### config.mk
export PLATFORM = sky130hd
export DESIGN_NAME = dram_port_arbiter_flat
export DESIGN_NICKNAME = d
export VERILOG_FILES = /design/src/rtl/dram_port_arbiter_if.sv /design/src/rtl/dram_port_arbiter.sv /design/src/flat_wrapper.sv
export SDC_FILE = /design/constraint.sdc
export NUM_CORES = 1
export LEC_CHECK = 0
export BUFFER_PORTS_ARGS = -buffer_cell sky130_fd_sc_hd__buf_2
export CORE_AREA = 2 2 101 103
export CTS_CLUSTER_SIZE = 12
export DETAILED_ROUTE_END_ITERATION = 12
export DIE_AREA = 0 0 103 105
export PLACE_DENSITY = 0.58
export SLEW_MARGIN = 30
export SYNTH_ARGS = -nofsm -noshare
export SYNTH_HDL_FRONTEND = slang
export SYNTH_SLANG_ARGS = --single-unit
export TNS_END_PERCENT = 100
### constraint.sdc
create_clock -name clk_i -period 2.33 [get_ports clk_i]
set_input_delay 0.1165 -clock clk_i [delete_from_list [all_inputs] [get_ports clk_i]]
set_output_delay 0.1165 -clock clk_i [all_outputs]
set_load 0.05 [all_outputs]
### src/rtl/dram_port_arbiter_if.sv
// Requester-side bus for one DRAM arbiter port: request, write data and read return.
interface dram_port_arbiter_if #(
    parameter int unsigned AddrW = 16,
    parameter int unsigned DataW = 32
);
    logic             req;
    logic [AddrW-1:0] addr;
    logic [3:0]       we;
    logic [DataW-1:0] wdata;
    logic             gnt;
    logic             rvalid;
    logic [DataW-1:0] rdata;

    modport master (
        output req,
        output addr,
        output we,
        output wdata,
        input  gnt,
        input  rvalid,
        input  rdata
    );

    modport slave (
        input  req,
        input  addr,
        input  we,
        input  wdata,
        output gnt,
        output rvalid,
        output rdata
    );
endinterface

### src/rtl/dram_port_arbiter.sv
// Two-port arbiter for a single-port data DRAM: port 0 has priority, port 1 is
// starvation-protected; reads are returned one cycle after their grant.
module dram_port_arbiter #(
    parameter int unsigned AddrW     = 16,
    parameter int unsigned DataW     = 32,
    parameter int unsigned StarveMax = 4
) (
    input  logic                 clk_i,
    input  logic                 rst_i,
    dram_port_arbiter_if.slave   p0_io,
    dram_port_arbiter_if.slave   p1_io,
    output logic [AddrW-1:0]     dram_a_o,
    output logic [3:0]           dram_we_o,
    output logic [DataW-1:0]     dram_din_o,
    input  logic [DataW-1:0]     dram_spo_i
);
    localparam int unsigned    CntW   = (StarveMax > 0) ? $clog2(StarveMax + 1) : 1;
    localparam logic [CntW-1:0] CntMax = CntW'(StarveMax);

    logic [CntW-1:0]  starve_cnt_q, starve_cnt_d;
    logic [AddrW-1:0] last_a_q, last_a_d;
    logic             rd_pend_q, rd_pend_d;
    logic             rd_owner_q, rd_owner_d;

    logic             force1;
    logic             p0_gnt, p1_gnt;
    logic             any_gnt;
    logic             gnt_is_read;

    // Arbitration: port 1 jumps ahead once it has waited StarveMax cycles.
    always_comb begin
        force1      = (starve_cnt_q == CntMax);
        p0_gnt      = p0_io.req & ~(force1 & p1_io.req) & ~rst_i;
        p1_gnt      = p1_io.req & (~p0_io.req | force1) & ~rst_i;
        any_gnt     = p0_gnt | p1_gnt;
        gnt_is_read = (p0_gnt & (p0_io.we == 4'b0000)) | (p1_gnt & (p1_io.we == 4'b0000));
    end

    assign p0_io.gnt = p0_gnt;
    assign p1_io.gnt = p1_gnt;

    // Idle cycles hold the last address so spo stays stable.
    always_comb begin
        dram_a_o   = last_a_q;
        dram_we_o  = 4'b0000;
        dram_din_o = '0;
        if (p0_gnt) begin
            dram_a_o   = p0_io.addr;
            dram_we_o  = p0_io.we;
            dram_din_o = p0_io.wdata;
        end else if (p1_gnt) begin
            dram_a_o   = p1_io.addr;
            dram_we_o  = p1_io.we;
            dram_din_o = p1_io.wdata;
        end
    end

    always_comb begin
        starve_cnt_d = '0;
        if (p1_io.req && !p1_gnt) begin
            starve_cnt_d = (starve_cnt_q == CntMax) ? CntMax : starve_cnt_q + 1'b1;
        end

        last_a_d = last_a_q;
        if (any_gnt) begin
            last_a_d = dram_a_o;
        end

        rd_pend_d  = any_gnt & gnt_is_read;
        rd_owner_d = p1_gnt;
    end

    always_ff @(posedge clk_i) begin
        if (rst_i) begin
            starve_cnt_q <= '0;
            last_a_q     <= '0;
            rd_pend_q    <= 1'b0;
            rd_owner_q   <= 1'b0;
        end else begin
            starve_cnt_q <= starve_cnt_d;
            last_a_q     <= last_a_d;
            rd_pend_q    <= rd_pend_d;
            rd_owner_q   <= rd_owner_d;
        end
    end

    // A read pending across a reset edge is dropped by gating with rst_i.
    always_comb begin
        p0_io.rvalid = rd_pend_q & ~rd_owner_q & ~rst_i;
        p1_io.rvalid = rd_pend_q & rd_owner_q & ~rst_i;
        p0_io.rdata  = p0_io.rvalid ? dram_spo_i : '0;
        p1_io.rdata  = p1_io.rvalid ? dram_spo_i : '0;
    end
endmodule

### src/flat_wrapper.sv
// flat-port wrapper written by rule: the top's interface ports become plain ports
module dram_port_arbiter_flat 
#(
    parameter int unsigned AddrW     = 16,
    parameter int unsigned DataW     = 32,
    parameter int unsigned StarveMax = 4
)
  (clk_i, rst_i, dram_a_o, dram_we_o, dram_din_o, dram_spo_i, p0_io_req, p0_io_addr, p0_io_we, p0_io_wdata, p0_io_gnt, p0_io_rvalid, p0_io_rdata, p1_io_req, p1_io_addr, p1_io_we, p1_io_wdata, p1_io_gnt, p1_io_rvalid, p1_io_rdata);
  dram_port_arbiter_if #(.AddrW(AddrW), .DataW(DataW)) p0_io_i ();
  dram_port_arbiter_if #(.AddrW(AddrW), .DataW(DataW)) p1_io_i ();
  input  logic clk_i;
  input  logic rst_i;
  output logic [AddrW-1:0] dram_a_o;
  output logic [3:0] dram_we_o;
  output logic [DataW-1:0] dram_din_o;
  input  logic [DataW-1:0] dram_spo_i;
  input wire logic [$bits(p0_io_i.req)-1:0] p0_io_req;
  input wire logic [$bits(p0_io_i.addr)-1:0] p0_io_addr;
  input wire logic [$bits(p0_io_i.we)-1:0] p0_io_we;
  input wire logic [$bits(p0_io_i.wdata)-1:0] p0_io_wdata;
  output wire logic [$bits(p0_io_i.gnt)-1:0] p0_io_gnt;
  output wire logic [$bits(p0_io_i.rvalid)-1:0] p0_io_rvalid;
  output wire logic [$bits(p0_io_i.rdata)-1:0] p0_io_rdata;
  input wire logic [$bits(p1_io_i.req)-1:0] p1_io_req;
  input wire logic [$bits(p1_io_i.addr)-1:0] p1_io_addr;
  input wire logic [$bits(p1_io_i.we)-1:0] p1_io_we;
  input wire logic [$bits(p1_io_i.wdata)-1:0] p1_io_wdata;
  output wire logic [$bits(p1_io_i.gnt)-1:0] p1_io_gnt;
  output wire logic [$bits(p1_io_i.rvalid)-1:0] p1_io_rvalid;
  output wire logic [$bits(p1_io_i.rdata)-1:0] p1_io_rdata;
  assign p0_io_i.req = p0_io_req;
  assign p0_io_i.addr = p0_io_addr;
  assign p0_io_i.we = p0_io_we;
  assign p0_io_i.wdata = p0_io_wdata;
  assign p0_io_gnt = p0_io_i.gnt;
  assign p0_io_rvalid = p0_io_i.rvalid;
  assign p0_io_rdata = p0_io_i.rdata;
  assign p1_io_i.req = p1_io_req;
  assign p1_io_i.addr = p1_io_addr;
  assign p1_io_i.we = p1_io_we;
  assign p1_io_i.wdata = p1_io_wdata;
  assign p1_io_gnt = p1_io_i.gnt;
  assign p1_io_rvalid = p1_io_i.rvalid;
  assign p1_io_rdata = p1_io_i.rdata;
  dram_port_arbiter #(.AddrW(AddrW), .DataW(DataW), .StarveMax(StarveMax)) u_core (.clk_i(clk_i), .rst_i(rst_i), .p0_io(p0_io_i), .p1_io(p1_io_i), .dram_a_o(dram_a_o), .dram_we_o(dram_we_o), .dram_din_o(dram_din_o), .dram_spo_i(dram_spo_i));
endmodule
==> results.sh, run 1 <==
export IMPL_reg2reg_depth=6
export IMPL_min_path_type="in -> reg"
export IMPL_ctsHoldBuffers=0
export IMPL_place_congestion=0.822
export IMPL_grtUsageTotal_pct=17.6
export IMPL_setup_slack_ns=0.193
export IMPL_cp_start_kind="flop"
export IMPL_numPortBuffers=259
export IMPL_viasPerCell=4.66
export IMPL_synth_cell_type_count=30
export IMPL_dr_pass1_iters=6
export IMPL_fin_crit_sh_pct=91.7
export IMPL_total_power_mw=1.31
export IMPL_cts_tree="built"
export IMPL_grt_pass1_vias=2972
export IMPL_dp_cells=645
export IMPL_crit_fanout=37
export IMPL_fp_dieH_um=105
export IMPL_synth_adder_area_share_pct=1.17
export IMPL_rows=36
export IMPL_nNetsFinal=660
export IMPL_relSlewSlack_pct=63.3
export IMPL_synth_top_family_by_area="simple AND/OR/NAND/NOR gates"
export IMPL_hp_start="p1_io_addr[10]"
export IMPL_synthMuxAreaShare_pct=0.467
export IMPL_cts_root_buf="clkbuf_8"
export IMPL_dpl_worst_slack_ns=0.377
export IMPL_cp_startpoint="u_core.starve_cnt_q[0]$_SDFF_PP0_"
export IMPL_fin_cells=654
export IMPL_drt_wirelength_per_cell_um=16.2
export IMPL_setup_viol=0
export IMPL_ios=260
export IMPL_grt_pass1_wl_um=14900
export IMPL_syn_inst=274
export IMPL_numCtsBuffers=3
export IMPL_worstHoldEndpoint="u_core.last_a_q[10]$_SDFFE_PP0P_"
export IMPL_synth_top_area_share_pct=19.6
export IMPL_wl_um=10600
export IMPL_p_leak_nw=2.06
export IMPL_fin_skew_ns=0.00778
export IMPL_finalSetupTns_ns=0
export IMPL_dp_hpwl_um=8510
export IMPL_grt_max_degree=39
export IMPL_detail_route_antenna_nets=0
export IMPL_overflow=0
export IMPL_power_density_nw_per_um2=367
export IMPL_synth_compound_area_share_pct=25.4
export IMPL_rsz0062_at_grt="false"
export IMPL_tightest_slew_ns=0.549
export IMPL_maxCapViolations=0
export IMPL_outcome="completed"
export IMPL_ir_worst_vdd_mv=0.228
export IMPL_die_area_um2=10800
export IMPL_synth_seq_cells=21
export IMPL_critical_path_class="reg -> out"
export IMPL_seq_area_frac_synth_pct=19.6
export IMPL_postSynthAreaPerCell_um2=7.82
export IMPL_antenna_found_initial=8
export IMPL_initial_core_util_pct=22.2
export IMPL_synthXorXnorAreaFrac_pct=0
export IMPL_final_layout_size_suffix_gt1_share_pct=55.3
export IMPL_final_core_util_pct=36.9
export IMPL_syn_to_final_growth_pct=66.1
export IMPL_via_count=3050
export IMPL_drtIter0Drc=112
export IMPL_fin_crit_ns=2.14
export IMPL_clock_fmax_mhz=468
export IMPL_reg2reg_from="u_core.starve_cnt_q[0]$_SDFF_PP0_"
export IMPL_coreArea_um2=9640
export IMPL_r2r_end="u_core.last_a_q[14]$_SDFFE_PP0P_"
export IMPL_hold_viol=0
export IMPL_ctsHtreeMaxLevel=1
export IMPL_crit_path_end_kind="output pin"
export IMPL_clock_latency_ns=0.26
export IMPL_numClockSinks=21
export IMPL_yosysWarnings=0
export IMPL_yosys_area_share_simple_pct=44.2
export IMPL_drc_errors=0
export IMPL_ys_top_cells_by_area="dfxtp_1 20%, and2_1 19%, a22o_1 15%"
export IMPL_r2r_setup_slack_ns=0.63
export IMPL_path_clk_slew_ns=0.08
export IMPL_hold_depth=3
export IMPL_dieWidth_um=103
export IMPL_holdWs_ns=0.155
export IMPL_yosys_area_top_type="dfxtp_1"
export IMPL_fin_area_um2=3560
export IMPL_slew_viol_final=0
export IMPL_arrival_ns=2.02
export IMPL_placed_area_um2=3490
export IMPL_syn_nets=416
export IMPL_cp_data_required_time_ns=2.21
export IMPL_syn_area_um2=2140
export IMPL_cts_max_path_buffers=2
-- what timing repair did --
| item | 4_1_cts | 5_1_grt |
|---|---|---|
| buffers inserted | 0 | 0 |
| setup endpoints to repair | 0 | 1 |
| gates resized for setup | 0 | 1 |
| hold endpoints to repair | 0 | 0 |
-- synth_stat cells (all sizes together) --
| master | instances |
|---|---|
| o21bai | 1 |
| and4b | 1 |
| nor2b | 2 |
| and3 | 1 |
| and2 | 66 |
| nor2 | 18 |
| nor4 | 2 |
| nand2b | 1 |
| mux2i | 1 |
| clkbuf | 10 |
| or2 | 1 |
| a21bo | 1 |
| nand3 | 34 |
| inv | 3 |
| dfxtp | 21 |
| nand2 | 17 |
| nand4b | 16 |
| buf | 20 |
| nor3b | 1 |
| a22o | 36 |
| a311oi | 16 |
| ha | 2 |
| a21o | 1 |
| and3b | 2 |
-- cell families (layout without fill, tap and decap cells) --
logic type               after synthesis  in the layout
multiplexers                           1              1
buffers and inverters                 33            275
AO/OA/AOI/OAI                         55             55
adder cells (fa/ha/maj)                2              2
other                                  0              4
flip-flops                            21             21
AND/OR/NAND/NOR                      162            163
-- sequential cells by signal, summed over array words and instances, names as in the netlist --
register             count
u_core.last_a_q         16
u_core.rd_owner_q        1
u_core.rd_pend_q         1
u_core.starve_cnt_q      3
-- cell usage in the layout, fill, tap and decap left out, drive strengths merged, types with 2 or more instances in the layout --
master / count
buf: 268
nand2: 17
diode: 4
dfxtp: 21
and2: 67
a22o: 36
nand3: 34
and3b: 2
nor2: 18
nand4b: 16
nor4: 2
ha: 2
a311oi: 16
nor2b: 2
inv: 3
clkbuf: 4
-- worst max-delay path, stage by stage, from the launching register on --
cell and delay [ns]:
dfxtp_1 0.36, inv_1 0.06, ha_1 0.24, nand3_2 0.09, and3b_1 0.15, buf_4 0.34
a22o_1 0.23, buf_2 0.28
-- per-layer routing --
metal | share of wire, % | GRT usage [%] | vias to the layer above
li1 | - | - | 1489
met1 | 40 | 20.1 | 1402
met2 | 47 | 30.0 | 141
met3 | 12 | 9.30 | 10
met4 | 0.22 | 1.69 | 8
met5 | 0.45 | 0 | -
-- report_power, final --
group          internal (mW)  switching, mW  total (mW)
Combinational          0.216          0.442       0.658
Clock                  0.122          0.129       0.252
Sequential             0.383         0.0120       0.396
-- area by class of cell --
| type | count | area (um^2) |
|---|---|---|
| fill | 1086 | 6080 |
| multi-input combinational | 221 | 1540 |
| inverter | 3 | 11.3 |
| sequential | 21 | 420 |
| antenna | 4 | 10.0 |
| timing repair buffer | 268 | 1360 |
| tap | 133 | 166 |
| clock buffer | 4 | 45.0 |
-- how the worst max path moves through the flow --
stage,to,slack (ns),cells after the start
2_1_floorplan,dram_din_o[23],0.43,7
3_3_place_gp,u_core.last_a_q[0]$_SDFFE_PP0P_,0.47,4
3_5_place_dp,dram_we_o[1],0.38,6
4_1_cts,dram_we_o[1],0.09,6
5_1_grt,dram_we_o[1],0.07,7
6_report,dram_we_o[1],0.19,7
Power figures use the tool's default switching activity.
==> inputs of run 2 (changes only) <==
--- a/config.mk
+++ b/config.mk
@@ -6,11 +6,11 @@
 export NUM_CORES = 1
 export LEC_CHECK = 0
 export BUFFER_PORTS_ARGS = -buffer_cell sky130_fd_sc_hd__buf_2
-export CORE_AREA = 2 2 101 103
+export CORE_AREA = 2 2 100 102
 export CTS_CLUSTER_SIZE = 12
 export DETAILED_ROUTE_END_ITERATION = 12
-export DIE_AREA = 0 0 103 105
-export PLACE_DENSITY = 0.58
+export DIE_AREA = 0 0 102 104
+export PLACE_DENSITY = 0.59
 export SLEW_MARGIN = 30
 export SYNTH_ARGS = -nofsm -noshare
 export SYNTH_HDL_FRONTEND = slang
==> constraint.sdc (replaced) <==
create_clock -name clk_i -period 2 [get_ports clk_i]
set_input_delay 0.1 -clock clk_i [delete_from_list [all_inputs] [get_ports clk_i]]
set_output_delay 0.1 -clock clk_i [all_outputs]
set_load 0.05 [all_outputs]
==> results.sh, run 2 (synthesis gave the netlist of run 1 again) <==
export IMPL_outcome="completed"
export IMPL_worstPathCellList="inv_1 > ha_2 > nand3_2 > and3b_2 > clkbuf_16 > a22o_1 > clkbuf_4"
export IMPL_reg2reg_depth=6
export IMPL_slew_viol_final=0
export IMPL_rsz0062_at_grt="false"
export IMPL_relSlewSlack_pct=71.7
export IMPL_total_power_mw=1.54
export IMPL_worstPathBufferInverterCount=3
export IMPL_viasPerCell=4.69
export IMPL_cp_data_required_time_ns=1.90
export IMPL_path_clk_slew_ns=0.08
export IMPL_hold_depth=3
export IMPL_max_stage_delay_ns=0.33
export IMPL_largest_register="u_core.last_a_q"
export IMPL_grtUsageTotal_pct=16.3
export IMPL_most_common_layout_cells="247 x buf_2, 65 x and2_1, 36 x a22o_1, 32 x nand3_1, 21 x dfxtp_1"
export IMPL_overflow=0
export IMPL_antenna_found_initial=5
export IMPL_hold_viol=0
export IMPL_cts_max_path_buffers=2
export IMPL_drc_errors=0
export IMPL_reg_largest_list="u_core.last_a_q x16, u_core.starve_cnt_q x3"
export IMPL_critical_path_class="reg -> out"
export IMPL_ios=260
export IMPL_fin_crit_ns=1.91
export IMPL_largest_reg_flops=16
export IMPL_cp_slowest_cell="dfxtp_1"
export IMPL_wl_um=9790
export IMPL_finalSetupTns_ns=0
export IMPL_cp_start_kind="flop"
export IMPL_detail_route_antenna_nets=0
export IMPL_p_leak_nw=2.08
export IMPL_ctsHtreeMaxLevel=1
export IMPL_crit_fanout=18
export IMPL_dpl_worst_slack_ns=0.257
export IMPL_critPathTopFamily="buffers and inverters"
export IMPL_drt_wirelength_per_cell_um=14.9
export IMPL_grt_use_met1_pct=20.4
export IMPL_reg2reg_from="u_core.starve_cnt_q[0]$_SDFF_PP0_"
export IMPL_cts_setup_buffers=0
export IMPL_hp_start="p1_io_addr[12]"
export IMPL_setup_slack_ns=0.0936
export IMPL_place_congestion=0.782
export IMPL_drtIter0Drc=75
export IMPL_via_count=3082
export IMPL_fp_dieH_um=104
export IMPL_cts_root_buf="clkbuf_8"
export IMPL_numClockSinks=21
export IMPL_fin_crit_sh_pct=95.3
export IMPL_grtUsageMet2_pct=28.1
export IMPL_power_density_nw_per_um2=421
export IMPL_grt_pass1_vias=2816
export IMPL_grt_pass1_wl_um=14100
export IMPL_dp_hpwl_um=7770
export IMPL_r2r_setup_slack_ns=0.50
export IMPL_numCtsBuffers=3
export IMPL_arrival_ns=1.81
export IMPL_grt_max_degree=38
export IMPL_die_area_um2=10600
export IMPL_numPortBuffers=259
export IMPL_clock_latency_ns=0.26
export IMPL_initial_core_util_pct=22.4
export IMPL_dieWidth_um=102
export IMPL_grtUsageMet3_pct=5.17
export IMPL_ir_worst_vdd_mv=0.361
export IMPL_r2r_end="u_core.last_a_q[15]$_SDFFE_PP0P_"
export IMPL_nNetsFinal=663
export IMPL_clock_fmax_mhz=525
export IMPL_final_layout_size_suffix_gt1_share_pct=56.0
export IMPL_cts_tree="built"
export IMPL_setup_viol=0
export IMPL_dr_pass1_iters=4
export IMPL_grt_busiest_layer="met2"
export IMPL_fin_skew_ns=0.00537
export IMPL_syn_to_final_growth_pct=70.3
export IMPL_worstHoldEndpoint="u_core.last_a_q[12]$_SDFFE_PP0P_"
export IMPL_rows=36
export IMPL_min_path_type="in -> reg"
export IMPL_maxCapViolations=0
export IMPL_coreArea_um2=9550
export IMPL_crit_path_end_kind="output pin"
export IMPL_layout_commonest_cell="buf_2"
export IMPL_final_core_util_pct=38.2
export IMPL_tightest_slew_ns=0.424
==> run 2: timing repair <==
action | 4_1_cts | 5_1_grt
cloned | 1 | 1
pin swaps | 0 | 0
gates resized for setup | 3 | 19
endpoints found under the setup margin | 8 | 52
hold buffers | 0 | 0
hold endpoints to repair | 0 | 0
==> run 2: area by class of cell <==
cell class              count  area (um^2)
fillers                  1033         5900
multi-input cells         221         1540
repair buffers            271         1450
flip-flops and latches     21          420
well taps                 133          166
clock buffers               4         45.0
inverters                   3         11.3
diodes                      4         10.0
==> run 2: power by group <==
| group | total, mW | internal (mW) | switching (mW) |
|---|---|---|---|
| Combinational | 0.790 | 0.272 | 0.518 |
| Sequential | 0.461 | 0.447 | 0.0141 |
| Clock | 0.287 | 0.142 | 0.145 |
==> run 2: worst max path at each step <==
stage / start / to / slack (ns) / depth (start not counted)
final: u_core.starve_cnt_q[0]$_SDFF_PP0_ / dram_din_o[1] / 0.09 / 7
after CTS: u_core.starve_cnt_q[0]$_SDFF_PP0_ / dram_din_o[28] / 0.02 / 7
after global placement: u_core.starve_cnt_q[0]$_SDFF_PP0_ / dram_din_o[19] / 0.31 / 6
after detailed placement: u_core.starve_cnt_q[0]$_SDFF_PP0_ / dram_we_o[0] / 0.26 / 6
after floorplan: u_core.starve_cnt_q[0]$_SDFF_PP0_ / dram_din_o[23] / 0.12 / 7
after global routing: u_core.starve_cnt_q[0]$_SDFF_PP0_ / dram_din_o[1] / 0.0004 / 7
==> run 2: worst register-to-register path, cell delays in order (launching register included) <==
cell and delay (ns):
dfxtp_1 0.33, inv_1 0.06, ha_2 0.20, a21bo_1 0.18, buf_6 0.21, nand3_1 0.16, a311oi_2 0.28
==> run 2: per-layer routing <==
metal | up-vias | part of all wire, %
li1 | 1498 | -
met1 | 1424 | 42
met2 | 152 | 48
met3 | 6 | 9.3
met4 | 2 | 0.45
met5 | - | 0.071
==> run 2: through the flow <==
| stage | cells | hold slack, ns | cell area (um^2) |
|---|---|---|---|
| 5_1_grt | 654 | 0.137 | 3640 |
| 2_1_floorplan | 274 | 0.294 | 2140 |
| 3_3_place_gp | 647 | 0.410 | 3510 |
| 4_1_cts | 652 | 0.132 | 3570 |
| 6_report | 657 | 0.140 | 3650 |
| 3_5_place_dp | 647 | 0.416 | 3510 |
